===== src/rtl/ula_seq.sv =====
// Sequential ALU with valid/ready on both sides: single-cycle add/sub/logic/shift,
// WIDTH-cycle shift-add multiplier and restoring divider, registered results and flags.
module ula_seq #(
  parameter int WIDTH = 8,
  parameter int CNT_W = $clog2(WIDTH + 1)
) (
  input  logic             clk,
  input  logic             rst_n,
  input  logic             in_valid,
  output logic             in_ready,
  input  logic [WIDTH-1:0] a,
  input  logic [WIDTH-1:0] b,
  input  logic [2:0]       alu_control,
  output logic             out_valid,
  input  logic             out_ready,
  output logic [WIDTH-1:0] result,
  output logic [WIDTH-1:0] result_hi,
  output logic             negative,
  output logic             zero,
  output logic             carry,
  output logic             overflow
);

  localparam int MSB = WIDTH - 1;

  typedef enum logic [1:0] {
    IDLE = 2'd0,
    BUSY = 2'd1,
    DONE = 2'd2
  } state_t;

  state_t               state_r, state_s;
  logic [2:0]           op_r;
  logic [WIDTH-1:0]     b_r;
  logic [2*WIDTH-1:0]   work_r, work_s;
  logic [CNT_W-1:0]     cnt_r;
  logic [WIDTH-1:0]     result_r, result_hi_r;
  logic                 negative_r, zero_r, carry_r, overflow_r;

  logic                 accept_s, multi_s, last_s;
  logic [WIDTH-1:0]     op_res_s;
  logic                 op_c_s, op_v_s;
  logic [WIDTH:0]       ext_s;
  logic [WIDTH:0]       add_s, trial_s;
  logic [WIDTH-1:0]     diff_s;
  logic [WIDTH-1:0]     fin_res_s, fin_hi_s;
  logic                 fin_c_s, fin_v_s;

  assign accept_s = in_valid && in_ready;
  assign multi_s  = (alu_control == 3'b100) || (alu_control == 3'b101);
  assign last_s   = (cnt_r == CNT_W'(1));

  // State register.
  always_ff @(posedge clk or negedge rst_n) begin
    if (!rst_n) begin
      state_r <= IDLE;
    end else begin
      state_r <= state_s;
    end
  end

  // Next-state logic.
  always_comb begin
    state_s = state_r;
    case (state_r)
      IDLE: begin
        if (accept_s) begin
          state_s = multi_s ? BUSY : DONE;
        end else begin
          state_s = IDLE;
        end
      end
      BUSY: begin
        if (last_s) begin
          state_s = DONE;
        end else begin
          state_s = BUSY;
        end
      end
      DONE: begin
        if (out_ready) begin
          state_s = IDLE;
        end else begin
          state_s = DONE;
        end
      end
      default: state_s = IDLE;
    endcase
  end

  // Handshake outputs decoded from the state register.
  always_comb begin
    in_ready  = 1'b0;
    out_valid = 1'b0;
    case (state_r)
      IDLE:    in_ready  = 1'b1;
      DONE:    out_valid = 1'b1;
      default: begin
        in_ready  = 1'b0;
        out_valid = 1'b0;
      end
    endcase
  end

  // Single-cycle operations evaluated on the live operands at the accept edge.
  always_comb begin
    op_res_s = {WIDTH{1'b0}};
    op_c_s   = 1'b0;
    op_v_s   = 1'b0;
    ext_s    = {(WIDTH+1){1'b0}};
    case (alu_control)
      3'b000: begin
        ext_s    = {1'b0, a} + {1'b0, b};
        op_res_s = ext_s[WIDTH-1:0];
        op_c_s   = ext_s[WIDTH];
        op_v_s   = (a[MSB] == b[MSB]) && (ext_s[MSB] != a[MSB]);
      end
      3'b001: begin
        op_res_s = a - b;
        op_c_s   = (a >= b);
        op_v_s   = (a[MSB] != b[MSB]) && (op_res_s[MSB] != a[MSB]);
      end
      3'b010: op_res_s = a & b;
      3'b011: op_res_s = a | b;
      3'b110: begin
        // The extra top bit catches the last bit shifted out, so a is never indexed directly.
        if (b == {WIDTH{1'b0}}) begin
          op_res_s = a;
        end else if ({1'b0, b} > (WIDTH+1)'(WIDTH)) begin
          op_res_s = {WIDTH{1'b0}};
        end else begin
          ext_s    = {1'b0, a} << b;
          op_res_s = ext_s[WIDTH-1:0];
          op_c_s   = ext_s[WIDTH];
        end
      end
      3'b111: begin
        if (b == {WIDTH{1'b0}}) begin
          op_res_s = a;
        end else if ({1'b0, b} > (WIDTH+1)'(WIDTH)) begin
          op_res_s = {WIDTH{1'b0}};
        end else begin
          ext_s    = {a, 1'b0} >> b;
          op_res_s = ext_s[WIDTH:1];
          op_c_s   = ext_s[0];
        end
      end
      default: begin
        op_res_s = {WIDTH{1'b0}};
        op_c_s   = 1'b0;
        op_v_s   = 1'b0;
      end
    endcase
  end

  // One multiply or divide iteration on work_r = {upper, lower}.
  always_comb begin
    add_s   = {1'b0, work_r[2*WIDTH-1:WIDTH]} + (work_r[0] ? {1'b0, b_r} : {(WIDTH+1){1'b0}});
    trial_s = {work_r[2*WIDTH-1:WIDTH], work_r[WIDTH-1]};
    diff_s  = trial_s[WIDTH-1:0] - b_r;
    if (op_r == 3'b101) begin
      work_s = {add_s, work_r[WIDTH-1:1]};
    end else if (trial_s >= {1'b0, b_r}) begin
      // b == 0 always takes this branch: quotient fills with ones and a shifts into the remainder.
      work_s = {diff_s, work_r[WIDTH-2:0], 1'b1};
    end else begin
      work_s = {trial_s[WIDTH-1:0], work_r[WIDTH-2:0], 1'b0};
    end
    fin_res_s = work_s[WIDTH-1:0];
    fin_hi_s  = work_s[2*WIDTH-1:WIDTH];
    if (op_r == 3'b101) begin
      fin_c_s = |fin_hi_s;
      fin_v_s = |fin_hi_s;
    end else begin
      fin_c_s = 1'b0;
      fin_v_s = (b_r == {WIDTH{1'b0}});
    end
  end

  // Operand capture, iteration state and registered results/flags.
  always_ff @(posedge clk or negedge rst_n) begin
    if (!rst_n) begin
      op_r        <= 3'b000;
      b_r         <= {WIDTH{1'b0}};
      work_r      <= {(2*WIDTH){1'b0}};
      cnt_r       <= {CNT_W{1'b0}};
      result_r    <= {WIDTH{1'b0}};
      result_hi_r <= {WIDTH{1'b0}};
      negative_r  <= 1'b0;
      zero_r      <= 1'b0;
      carry_r     <= 1'b0;
      overflow_r  <= 1'b0;
    end else if (accept_s) begin
      op_r   <= alu_control;
      b_r    <= b;
      work_r <= {{WIDTH{1'b0}}, a};
      cnt_r  <= CNT_W'(WIDTH);
      if (!multi_s) begin
        result_r    <= op_res_s;
        result_hi_r <= {WIDTH{1'b0}};
        negative_r  <= op_res_s[MSB];
        zero_r      <= (op_res_s == {WIDTH{1'b0}});
        carry_r     <= op_c_s;
        overflow_r  <= op_v_s;
      end
    end else if (state_r == BUSY) begin
      work_r <= work_s;
      cnt_r  <= cnt_r - CNT_W'(1);
      if (last_s) begin
        result_r    <= fin_res_s;
        result_hi_r <= fin_hi_s;
        negative_r  <= fin_res_s[MSB];
        zero_r      <= (fin_res_s == {WIDTH{1'b0}});
        carry_r     <= fin_c_s;
        overflow_r  <= fin_v_s;
      end
    end
  end

  assign result    = result_r;
  assign result_hi = result_hi_r;
  assign negative  = negative_r;
  assign zero      = zero_r;
  assign carry     = carry_r;
  assign overflow  = overflow_r;

endmodule

===== config.mk =====
export PLATFORM = sky130hd
export DESIGN_NAME = ula_seq
export DESIGN_NICKNAME = d
export VERILOG_FILES = /design/src/rtl/ula_seq.sv
export SDC_FILE = /design/constraint.sdc
export NUM_CORES = 1
export LEC_CHECK = 0
export CORE_MARGIN = 2
export CORE_UTILIZATION = 25
export DETAILED_ROUTE_END_ITERATION = 16
export HOLD_SLACK_MARGIN = 0.05
export PLACE_DENSITY_LB_ADDON = 0.2
export SYNTH_ARGS = -nofsm -noshare
export SYNTH_HDL_FRONTEND = slang
export SYNTH_SLANG_ARGS = --single-unit

===== constraint.sdc =====
create_clock -name clk -period 2.8 [get_ports clk]
set_input_delay 0.56 -clock clk [delete_from_list [all_inputs] [get_ports clk]]
set_output_delay 0.56 -clock clk [all_outputs]
set_load 0.05 [all_outputs]

==> metrics list, run 1 <==
- Outcome: finished, violations left
- Violated checks: negative setup slack
* Largest vdd supply drop: 0.5373 mV
* First-pass GRT wire length: 31.64 mm
- For this design the total switching power over the nets is 3.235 mW.
- The clock tree synthesis step divided the H-tree into 2 levels.
- Summed over all cells, the static leakage comes to 3.559 nW.
- Global Route met2 Usage: 33.12%
- The HPWL after detailed placement is 15.97 mm.
- Path type of the worst min-delay path: primary input to async pin
- Filler instances: 2005
- The clock network is responsible for 11.1% of the overall power.
* Proportion of power drawn by flip-flops and latches: 18.3%
- Power density over the cells: 929.6 nW/um^2
* Number of antenna violations at the first check in global routing: 0
- Tightest slew margin relative to the limit: 36.38%
- Cts bufs inserted: 5
* Area growth from synthesis to layout: 54.60%
* Final routed wire length divided by cell count: 18.23 um
* Portion of total power attributed to combinational logic: 70.5%
* Hold Vio Cnt, Final: 0
- Number of setup violations in the final report: 2
- By instance count, the leading cell after synthesis is sky130_fd_sc_hd__nand2_1.
* Distinct cell type count after synthesis: 70
- Insertion delay to the later sink of the worst-skew pair: 0.30 ns
- Each instance of the synthesized netlist takes up on average 8.027 um^2.
- Unrepaired setup endpoints after global routing: yes
- The cell count after synthesis came out at 619.
- Remaining design rule violation count: 0
- The number of global-route vias before repair is 5738.
* Final standard cell utilization of the core: 39.47%
* Pin count of the biggest net entering global routing: 40
- Based on the critical path, the design can be clocked at up to 344.9 MHz.
- After layout, the worst path uses 103.6% of the clock period.
- The number of max-slew violations in the final report was 0.
* Post-placement setup slack: -0.8225 ns
- Summed over all layers, the global routing overflow is 0.
- Post-route clock skew: 0.005994 ns
- Seq cells post-synth: 52
* Die area: 21020 um^2
* Grt met1 use: 24.23%
* Global-route total usage across every layer: 18.84%
- Starting density of the core: 25.53%
- Yosys mapped a number of flops with a built-in enable equal to 0.
* Post-synth top flop: sky130_fd_sc_hd__dfrtp_1
* Count of synthesis-stage warnings from yosys: 0
- Leading cell types by total area after synthesis: sky130_fd_sc_hd__dfrtp_1 (26%), sky130_fd_sc_hd__ha_1 (11%), sky130_fd_sc_hd__o21ai_0 (6.0%)
- Clock-pin slew was measured on the worst setup and hold paths at 0.07 ns.
- Summing all non-filler instances in the final layout gives an area of 7681 um^2.
- Buffer levels on the longest clock path: 2
- Category of the most critical setup path: flip-flop to flip-flop
* Vertical die dimension: 145.0 um
* Layout net count: 905
- Violation count after the first detailed-route iteration: 397
- Syn Nets: 688
- During I/O placement, the number of pins put on the boundary was 45.
- Using the TritonRoute via totals, the vias-per-cell ratio works out to 5.123.
- The worst setup path is captured at a flip-flop.
- Global routing consumed, on the met3 layer, 2.358% of the routing resources.
* Quantity of hold-fixing buffers added after cts: 0
* Post-synth top cells: sky130_fd_sc_hd__nand2_1 (61), sky130_fd_sc_hd__o21ai_0 (60), sky130_fd_sc_hd__dfrtp_1 (52)
- The global routing stage identified its most utilized layer as met2.
- The internal power of the cells totals 3.906 mW.
* Cell taking the most area after synthesis: sky130_fd_sc_hd__dfrtp_1
- Net switching is 45.30% of the power.
- The tightest hold path in the finished design has a slack of 0.4017 ns.
* Share of flip-flops with an asynchronous set or reset: 100.0%
- STA classifies the critical path startpoint as a flip-flop.
- Antenna violation net count after detailed routing: 0
- Count of maximum capacitance violations: 0
- Summing the sequential cell areas from Yosys gives 26.19% of the chip area.
* Core area: 19460 um^2
* Final wirelength: 20.07 mm
- The first detailed-routing pass took 5 iterations.
- The post-route netlist has 33.97% of its cells at a drive strength greater than 1.
* Buffer cell driving the clock tree root: sky130_fd_sc_hd__clkbuf_16
* Share of the synthesized area in the top cell type: 26.19%
- TritonCTS built the clock tree.
* Arrival time of the worst setup path: 3.08 ns
- Subtracting the final worst setup slack from the clock period gives 2.900 ns.
- Final worst-path setup slack: -0.09974 ns
- The detailed router placed 5640 vias in this run.
* Cell count of the worst reg-to-reg path: 11
- Synth Cell Area: 4969 um^2
- STA puts the critical path data required time at 2.98 ns.
* Post-Route Setup TNS: -0.1389 ns
- Instance area at placement: 6984 um^2
- The die is 145.0 um wide.
- Input and output buffers added on the ports amount to 44.
- The floorplan has 51 rows.
* RePlAce Congestion: 0.9700
- Diode insertion count for antenna repair: 0
* Clock Sink Count: 52
- For the pin with the worst max-slew slack, the measured transition is 0.9544 ns.
- Along the worst path, the maximum fanout reaches 4.
-- worst paths after layout --
check                             start  slack, ns            to
max                           work_r[0]       -0.1      overflow
min                               rst_n       0.40    work_r[12]
max reg2reg                   work_r[0]       -0.1      overflow
min reg2reg                result_hi[1]       0.48  result_hi[1]
max in group asynchronous         rst_n       1.70      cnt_r[2]
min in group clk           result_hi[1]       0.48  result_hi[1]
-- registers in the layout (all words and copies together), names as in the netlist --
register   count
state_r        2
overflow       1
op_r           3
carry          1
b_r            8
result_hi      8
cnt_r          4
result         8
zero           1
work_r        16
-- critical path, cell delays in order, from the launching register on --
cell                        delay (ns)
sky130_fd_sc_hd__dfrtp_1          0.41
sky130_fd_sc_hd__buf_4            0.15
sky130_fd_sc_hd__and2_1           0.15
sky130_fd_sc_hd__ha_1             0.31
sky130_fd_sc_hd__o21ai_1          0.19
sky130_fd_sc_hd__o21bai_1         0.10
sky130_fd_sc_hd__a21oi_2          0.18
sky130_fd_sc_hd__xnor2_1          0.11
sky130_fd_sc_hd__a221o_1          0.40
sky130_fd_sc_hd__a2111oi_4        0.36
sky130_fd_sc_hd__a31oi_4          0.16
sky130_fd_sc_hd__a211o_1          0.25
-- kinds of logic after synthesis --
group | count (synthesis) | synth area share (%)
flip-flops | 52 | 26.19
AO/OA/AOI/OAI | 200 | 26.47
buffers and inverters | 69 | 5.490
adder cells (fa/ha/maj) | 46 | 12.19
multiplexers | 25 | 6.044
AND/OR/NAND/NOR | 210 | 20.63
XOR/XNOR | 17 | 2.997
-- what timing repair did --
action / 4_1_cts / 5_1_grt
resized for setup: 64 / 49
gates cloned: 0 / 0
endpoints found under the setup margin: 10 / 13
setup buffers: 8 / 7
pin swaps: 25 / 22
-- power groups by stage --
stage               clock, mW  sequential [mW]  combinational, mW
finish                  0.795             1.31               5.04
global placement            0             1.30               4.35
global route            0.844             1.34               5.45
detailed placement          0             1.31               4.37
floorplan                   0             1.50               2.16
CTS                     0.811             1.30               4.56
-- routing by layer --
metal | part of all wire, % | wire (um)
met1 | 44 | 8763
met2 | 50 | 10030
met3 | 3.9 | 786
met4 | 2.4 | 488
met5 | 0 | 0
-- cell usage in the layout, fill, tap and decap left out, types with 5 or more instances in the layout --
cell / Yosys / routed
sky130_fd_sc_hd__a211oi_2: 1 / 6
sky130_fd_sc_hd__nor4_1: 6 / 6
sky130_fd_sc_hd__xnor2_1: 11 / 10
sky130_fd_sc_hd__and2_1: 11 / 9
sky130_fd_sc_hd__buf_6: 1 / 9
sky130_fd_sc_hd__inv_2: 1 / 9
sky130_fd_sc_hd__nand2b_1: 6 / 6
sky130_fd_sc_hd__dlygate4sd2_1: 0 / 6
sky130_fd_sc_hd__ha_1: 42 / 31
sky130_fd_sc_hd__mux2i_1: 18 / 18
sky130_fd_sc_hd__dfrtp_1: 52 / 51
sky130_fd_sc_hd__o211ai_1: 6 / 6
sky130_fd_sc_hd__clkbuf_16: 0 / 5
sky130_fd_sc_hd__dlymetal6s2s_1: 0 / 5
sky130_fd_sc_hd__xor2_1: 6 / 6
sky130_fd_sc_hd__o21ai_0: 60 / 57
sky130_fd_sc_hd__nand3_1: 24 / 23
sky130_fd_sc_hd__a211o_1: 6 / 6
sky130_fd_sc_hd__a21oi_1: 36 / 32
sky130_fd_sc_hd__inv_1: 37 / 29
sky130_fd_sc_hd__ha_4: 0 / 8
sky130_fd_sc_hd__a22oi_1: 9 / 8
sky130_fd_sc_hd__nand2_1: 61 / 60
sky130_fd_sc_hd__a21o_1: 7 / 7
sky130_fd_sc_hd__nor3_1: 20 / 18
sky130_fd_sc_hd__o21a_1: 6 / 6
sky130_fd_sc_hd__a211oi_1: 11 / 6
sky130_fd_sc_hd__clkdlybuf4s50_1: 0 / 27
sky130_fd_sc_hd__nor2_1: 45 / 44
sky130_fd_sc_hd__buf_4: 1 / 187
-- metrics by stage --
stage / instances / power [mW]
after CTS: 1094 / 6.672
after global routing: 1101 / 7.643
after global placement: 1079 / 5.646
after floorplan: 619 / 3.658
after detailed placement: 1079 / 5.681
final: 1101 / 7.141
-- final cells by class --
cell class | count | area [um^2] | area share (%)
inverter | 38 | 142.6 | 1.857
clock inverter | 2 | 60.06 | 0.7819
timing repair buffer | 241 | 1946 | 25.33
multi-input combinational | 498 | 3774 | 49.13
clock buffer | 5 | 125.1 | 1.629
tap | 265 | 331.6 | 4.317
sequential | 52 | 1303 | 16.96
No activity file was read; power rests on OpenSTA's default activity.
==> run 2: changes to the inputs <==
Settings changed: DONT_BUFFER_PORTS set to 1.
==> metrics list, run 2 (synthesis gave the netlist of run 1 again) <==
- The run finished, with violations left.
- The checks that failed: negative setup slack.
- The endpoint identified for the worst register-to-register timing path is overflow.
* Buffer levels on the longest clock path: 2
- The number of max-slew violations in the final report was 0.
- The routed design could run at a clock period as short as 2.855 ns.
- Total iterations of the first detailed-routing run: 4
- The register with the most flip-flops in the final layout is work_r.
- The die is 145.0 um wide.
- Commonest non-fill, non-tap cells in the layout: sky130_fd_sc_hd__buf_4 (95), sky130_fd_sc_hd__nand2_1 (61), sky130_fd_sc_hd__o21ai_0 (59)
* Quantity of I/O buffers inserted on ports: 0
- Via count: 5075
* Transition time of the tightest slew-check pin: 0.9223 ns
- Counting every sink on the clock net gives 52.
* Die area: 21020 um^2
* Final standard cell utilization of the core: 31.53%
- The number of antenna violations at the first check in global routing was 0.
- CTS H-tree depth: 2
* Number of ports placed on the die boundary: 45
* Critical-path maximum fanout: 6
- Vertical die dimension: 145.0 um
- In the final layout, the share of cells above drive strength 1 is 19.36%.
- Hold Vio Cnt, Final: 0
- The tree is rooted in a sky130_fd_sc_hd__clkbuf_16.
- Startpoint class of the critical path: flip-flop
* First-pass GRT wire length: 28.92 mm
* Cell count of the worst reg-to-reg path: 11
- Global-route total usage across every layer: 17.42%
- TritonCTS built the clock tree.
* Path type of the worst min-delay path: primary input to async pin
- Final wirelength: 18.36 mm
* Insertion delay to the later sink of the worst-skew pair: 0.31 ns
* Core area: 19460 um^2
* Starting density of the core: 25.53%
* Final hold slack: 0.09145 ns
- GR Overflow Total: 0
- Clock-pin slew was measured on the worst setup and hold paths at 0.08 ns.
- In this run the critical register-to-register path is launched from work_r[0].
- For this run, design rule violations remaining after detail routing come to 0.
- After layout, the worst setup slack is -0.05453 ns.
- Cell at the slowest stage of the critical path: sky130_fd_sc_hd__dfrtp_1
* Pin count of the biggest net entering global routing: 53
- Setup violations remaining at the end of the flow were counted as 1.
- Power density over the cells: 989.0 nW/um^2
- Post-placement setup slack: -0.1997 ns
- Counting both buffers and inverters, the worst setup path holds a total of 2.
- Largest vdd supply drop: 0.2698 mV
- Vias in the first global route: 5054
* Total half-perimeter wirelength after legalization and detailed placement: 14.23 mm
- Count of maximum capacitance violations: 0
* Dominant delay contributor by cell family on the critical path: compound AO/OA/AOI/OAI gates
* Filler instances: 2083
- At the end of the flow, the number of nets in the layout was 760.
* Post-route clock skew: 0.01027 ns
- STA classifies the critical path endpoint as a flip-flop.
- In the finished design, the share of the clock period the worst path needs comes to 101.9%.
* Category of the most critical setup path: flip-flop to flip-flop
- Relative to the synthesized area, the layout overhead comes to 23.52%.
- STA puts the critical path data arrival time at 3.06 ns.
- Achievable frequency: 350.3 MHz
- In this run, CTS created clock tree buffers numbering 5.
- Summed over all cells, the static leakage comes to 2.760 nW.
- After detailed routing, the number of vias per cell comes to 5.303.
- The detailed router finished its first iteration with 288 violations.
* Worst R2R Setup Slack: -0.05 ns
- STA puts the critical path data required time at 3.00 ns.
* Unrepaired setup endpoints after global routing: yes
- The register with the most flip-flops in the layout has 16 of them.
* Diode insertion count for antenna repair: 0
* RePlAce Congestion: 0.9198
- Series of cell instances along the critical path: buf_4, and2_1, ha_1, buf_4, a21o_1, a211oi_1, a211oi_1, a311o_1, nor4b_2, a31oi_1, a211o_1
* Final routed wire length divided by cell count: 19.19 um
- Tightest slew margin relative to the limit: 38.52%
* Total number of placement rows: 51
- Longest individual stage delay on the worst path: 0.40 ns
- The count of nets left with antenna violations once routing finished came out at 0.
- Most common library cell in the layout ignoring fill and taps: sky130_fd_sc_hd__buf_4
[run 2: metrics by stage]
stage | area [um^2] | instances | power (mW) | TNS (ns)
after floorplan | 4970 | 619 | 3.658 | -0.04455
after global placement | 5861 | 945 | 5.222 | -0.4031
after detailed placement | 5861 | 945 | 5.219 | -0.5213
after CTS | 6070 | 954 | 6.000 | -0.04075
after global routing | 6137 | 957 | 6.567 | -0.3002
final | 6137 | 957 | 6.070 | -0.05453
[run 2: area by class of cell]
cell class,count,area (um^2),area share [%]
Inverter,38,142.6,2.324
Tap cell,265,331.6,5.403
Multi-Input combinational cell,498,3468,56.51
Sequential cell,52,1301,21.20
Timing Repair Buffer,96,740.7,12.07
Clock buffer,5,125.1,2.039
Clock inverter,3,27.53,0.4485
[run 2: layer usage]
| metal | track usage [%] | up-vias | share of wire (%) |
|---|---|---|---|
| li1 | - | 2419 | - |
| met1 | 22.86 | 2484 | 45 |
| met3 | 3.239 | 26 | 5.3 |
| met2 | 29.50 | 146 | 48 |
| met4 | 4.406 | 0 | 2.2 |
| met5 | 0 | - | 0 |
[run 2: report_power, final]
group	switching [mW]	leakage, nW	internal [mW]	total, mW
sequential	0.550	0.661	1.03	1.58
clock	0.332	0.0719	0.341	0.673
combinational	2.05	2.03	1.76	3.82
[run 2: worst max path at each step]
stage	depth (start not counted)	startpoint	end
2_1_floorplan	11	b[3]	zero
3_3_place_gp	11	work_r[0]	overflow
4_1_cts	11	work_r[0]	overflow
6_report	11	work_r[0]	overflow
5_1_grt	11	work_r[0]	overflow
3_5_place_dp	11	work_r[0]	overflow
[run 2: timing repair]
action,CTS,global route
gates resized for setup,9,8
endpoints found under the setup margin,2,5
pin swaps,2,2
hold buffers,1,0
hold endpoints to repair,52,0
gates cloned,0,0
setup buffers,0,3
==> run 3: changes to the inputs <==
Settings changed: DONT_BUFFER_PORTS 1 to unset, PLACE_DENSITY set to 0.48, PLACE_DENSITY_LB_ADDON 0.2 to unset.
==> metrics list, run 3 (synthesis gave the netlist of run 1 again) <==
* Core area: 19460 um^2
- Insertion delay to the later sink of the worst-skew pair: 0.30 ns
- The final hold violation count is 0.
* Worst R2R Setup Slack: -0.12 ns
- For this run, the detailed router's first-pass iteration total came to 4.
- Quantity of hold-fixing buffers added after cts: 0
- CTS tree: yes
- Antenna violation net count after detailed routing: 0
- Static timing analysis puts the maximum clock frequency at 342.9 MHz.
- In this run the vertical extent of the chip is 145.0 um.
- The critical path is of the flip-flop to flip-flop type.
- Power spread over the standard cell area amounts to 886.3 nW/um^2.
- Together, buffers and inverters on the worst path number 1.
- Via count: 5591
* Cts bufs inserted: 5
- Final standard cell utilization of the core: 38.57%
- Violation count after the first detailed-route iteration: 330
* Critical-path maximum fanout: 4
* Largest vdd supply drop: 0.3224 mV
* Count of maximum capacitance violations: 0
- 0 antenna diodes ended up in the layout.
- Period Utilization, post-route: 104.2%
- Remaining design rule violation count: 0
- Entering global routing, the biggest net connects 35 pins.
- Number of ports placed on the die boundary: 45
- STA puts the critical path data required time at 2.98 ns.
- After clock tree synthesis, the clock-pin slew on the worst setup and hold paths is 0.07 ns.
- The register with the most flip-flops in the layout has 16 of them.
* Starting density of the core: 25.53%
- Outcome: finished, violations left
* Critical Path Sink Type: flip-flop
* Layout net count: 895
* Total power draw: 6.653 mW
* Clock Sink Count: 52
- On the final layout, the worst hold slack is 0.2261 ns.
- Most common library cell in the layout ignoring fill and taps: sky130_fd_sc_hd__buf_4
- The post-route netlist has 32.29% of its cells at a drive strength greater than 1.
- Traced cell by cell, the critical path runs through and2_1, ha_2, fa_2, a211o_1, buf_4, a21o_1, a21oi_2, xor2_1, a22o_1, nor2b_4, a31oi_4, a211o_1.
- Clock skew on the completed layout was measured at 0.01336 ns.
* Quantity of I/O buffers inserted on ports: 44
- On the critical path, the stage with the largest delay is an instance of sky130_fd_sc_hd__dfrtp_1.
- At the end of routability-driven placement, the weighted congestion stood at 0.9469.
- Total half-perimeter wirelength after legalization and detailed placement: 16.06 mm
* Dominant delay contributor by cell family on the critical path: compound AO/OA/AOI/OAI gates
- Min Tclk post-route: 2.917 ns
- Transition time of the tightest slew-check pin: 0.6541 ns
* Number of setup violations in the final report: 2
* Reg-to-reg critical path endpoint: overflow
- Violated checks: negative setup slack
* GR Overflow Total: 0
- Die area: 21020 um^2
- Ratio of routed vias to standard cells: 5.120
* Die X-Extent: 145.0 um
- In this run the static leakage power is 3.453 nW.
- Cell repeated most along the worst path: sky130_fd_sc_hd__a211o_1
- Ranked by flip-flop count, first place goes to work_r.
- In this run the deepest clock path goes through 2 buffers.
- The routed design has 20.20 mm of wire.
* Buffer cell driving the clock tree root: sky130_fd_sc_hd__clkbuf_16
- The number of global-route vias before repair was 5951.
- The largest single stage delay on the critical path is 0.41 ns.
- The number of max-slew violations in the final report is 0.
- Cell count of the worst reg-to-reg path: 12
* Area growth from synthesis to layout: 51.07%
* Commonest non-fill, non-tap cells in the layout: sky130_fd_sc_hd__buf_4 (178), sky130_fd_sc_hd__nand2_1 (61), sky130_fd_sc_hd__o21ai_0 (57)
- The number of antenna violations at the first check in global routing was 0.
- Row generation in the floorplan step produced 51 rows.
* Tightest slew margin relative to the limit: 56.24%
- The worst register-to-register path begins at work_r[0].
* CTS H-tree depth: 2
- Path type of the worst min-delay path: primary input to async pin
- Global-route total usage across every layer: 19.34%
- Unrepaired setup endpoints after global routing: yes
* First-pass GRT wire length: 32.44 mm
- Startpoint class of the critical path: flip-flop
- Final worst-path setup slack: -0.1165 ns
* Arrival time of the worst setup path: 3.10 ns
- Final routed wire length divided by cell count: 18.50 um
[run 3: how the worst max path moves through the flow]
stage / from / to / cells after the start
floorplan: b[3] / zero / 11
global placement: a[0] / result[7] / 14
detailed placement: a[3] / zero / 11
CTS: a[0] / zero / 11
global route: work_r[0] / overflow / 11
finish: work_r[0] / overflow / 12
[run 3: what timing repair did]
action	4_1_cts	5_1_grt
gates cloned	0	0
setup endpoints to repair	9	13
buffers inserted	12	1
gates resized for setup	84	24
pin swaps	23	12
[run 3: power breakdown]
part           switching, mW  internal, mW  leakage [nW]
Sequential             0.262          1.04         0.661
Clock                  0.280         0.334        0.0712
Combinational           2.59          2.14          2.72
Total                   3.14          3.52          3.45
[run 3: metrics by stage]
step | TNS (ns) | std cells | area (um^2) | setup WS [ns]
5_1_grt | -0.4037 | 1092 | 7506 | -0.2215
6_report | -0.1806 | 1092 | 7506 | -0.1165
3_5_place_dp | -5.229 | 1071 | 6912 | -0.7529
3_3_place_gp | -5.141 | 1071 | 6912 | -0.6662
2_1_floorplan | -0.04455 | 619 | 4970 | -0.04455
4_1_cts | -0.1884 | 1091 | 7417 | -0.08676
[run 3: cell type report]
cell class / instances / area, um^2
Inverter: 38 / 142.6
Tap cell: 265 / 331.6
Multi-Input combinational cell: 498 / 3734
Clock buffer: 6 / 128.9
Timing Repair Buffer: 231 / 1854
Clock inverter: 2 / 13.76
Sequential cell: 52 / 1301
Fill cell: 2007 / 11960
[run 3: metal layers]
| metal | vias up | wire length (um) | global-route usage [%] |
|---|---|---|---|
| met4 | 0 | 836 | 8.465 |
| li1 | 2679 | - | - |
| met5 | - | 0 | 0 |
| met2 | 139 | 9986 | 33.45 |
| met3 | 48 | 671 | 2.547 |
| met1 | 2725 | 8709 | 24.06 |
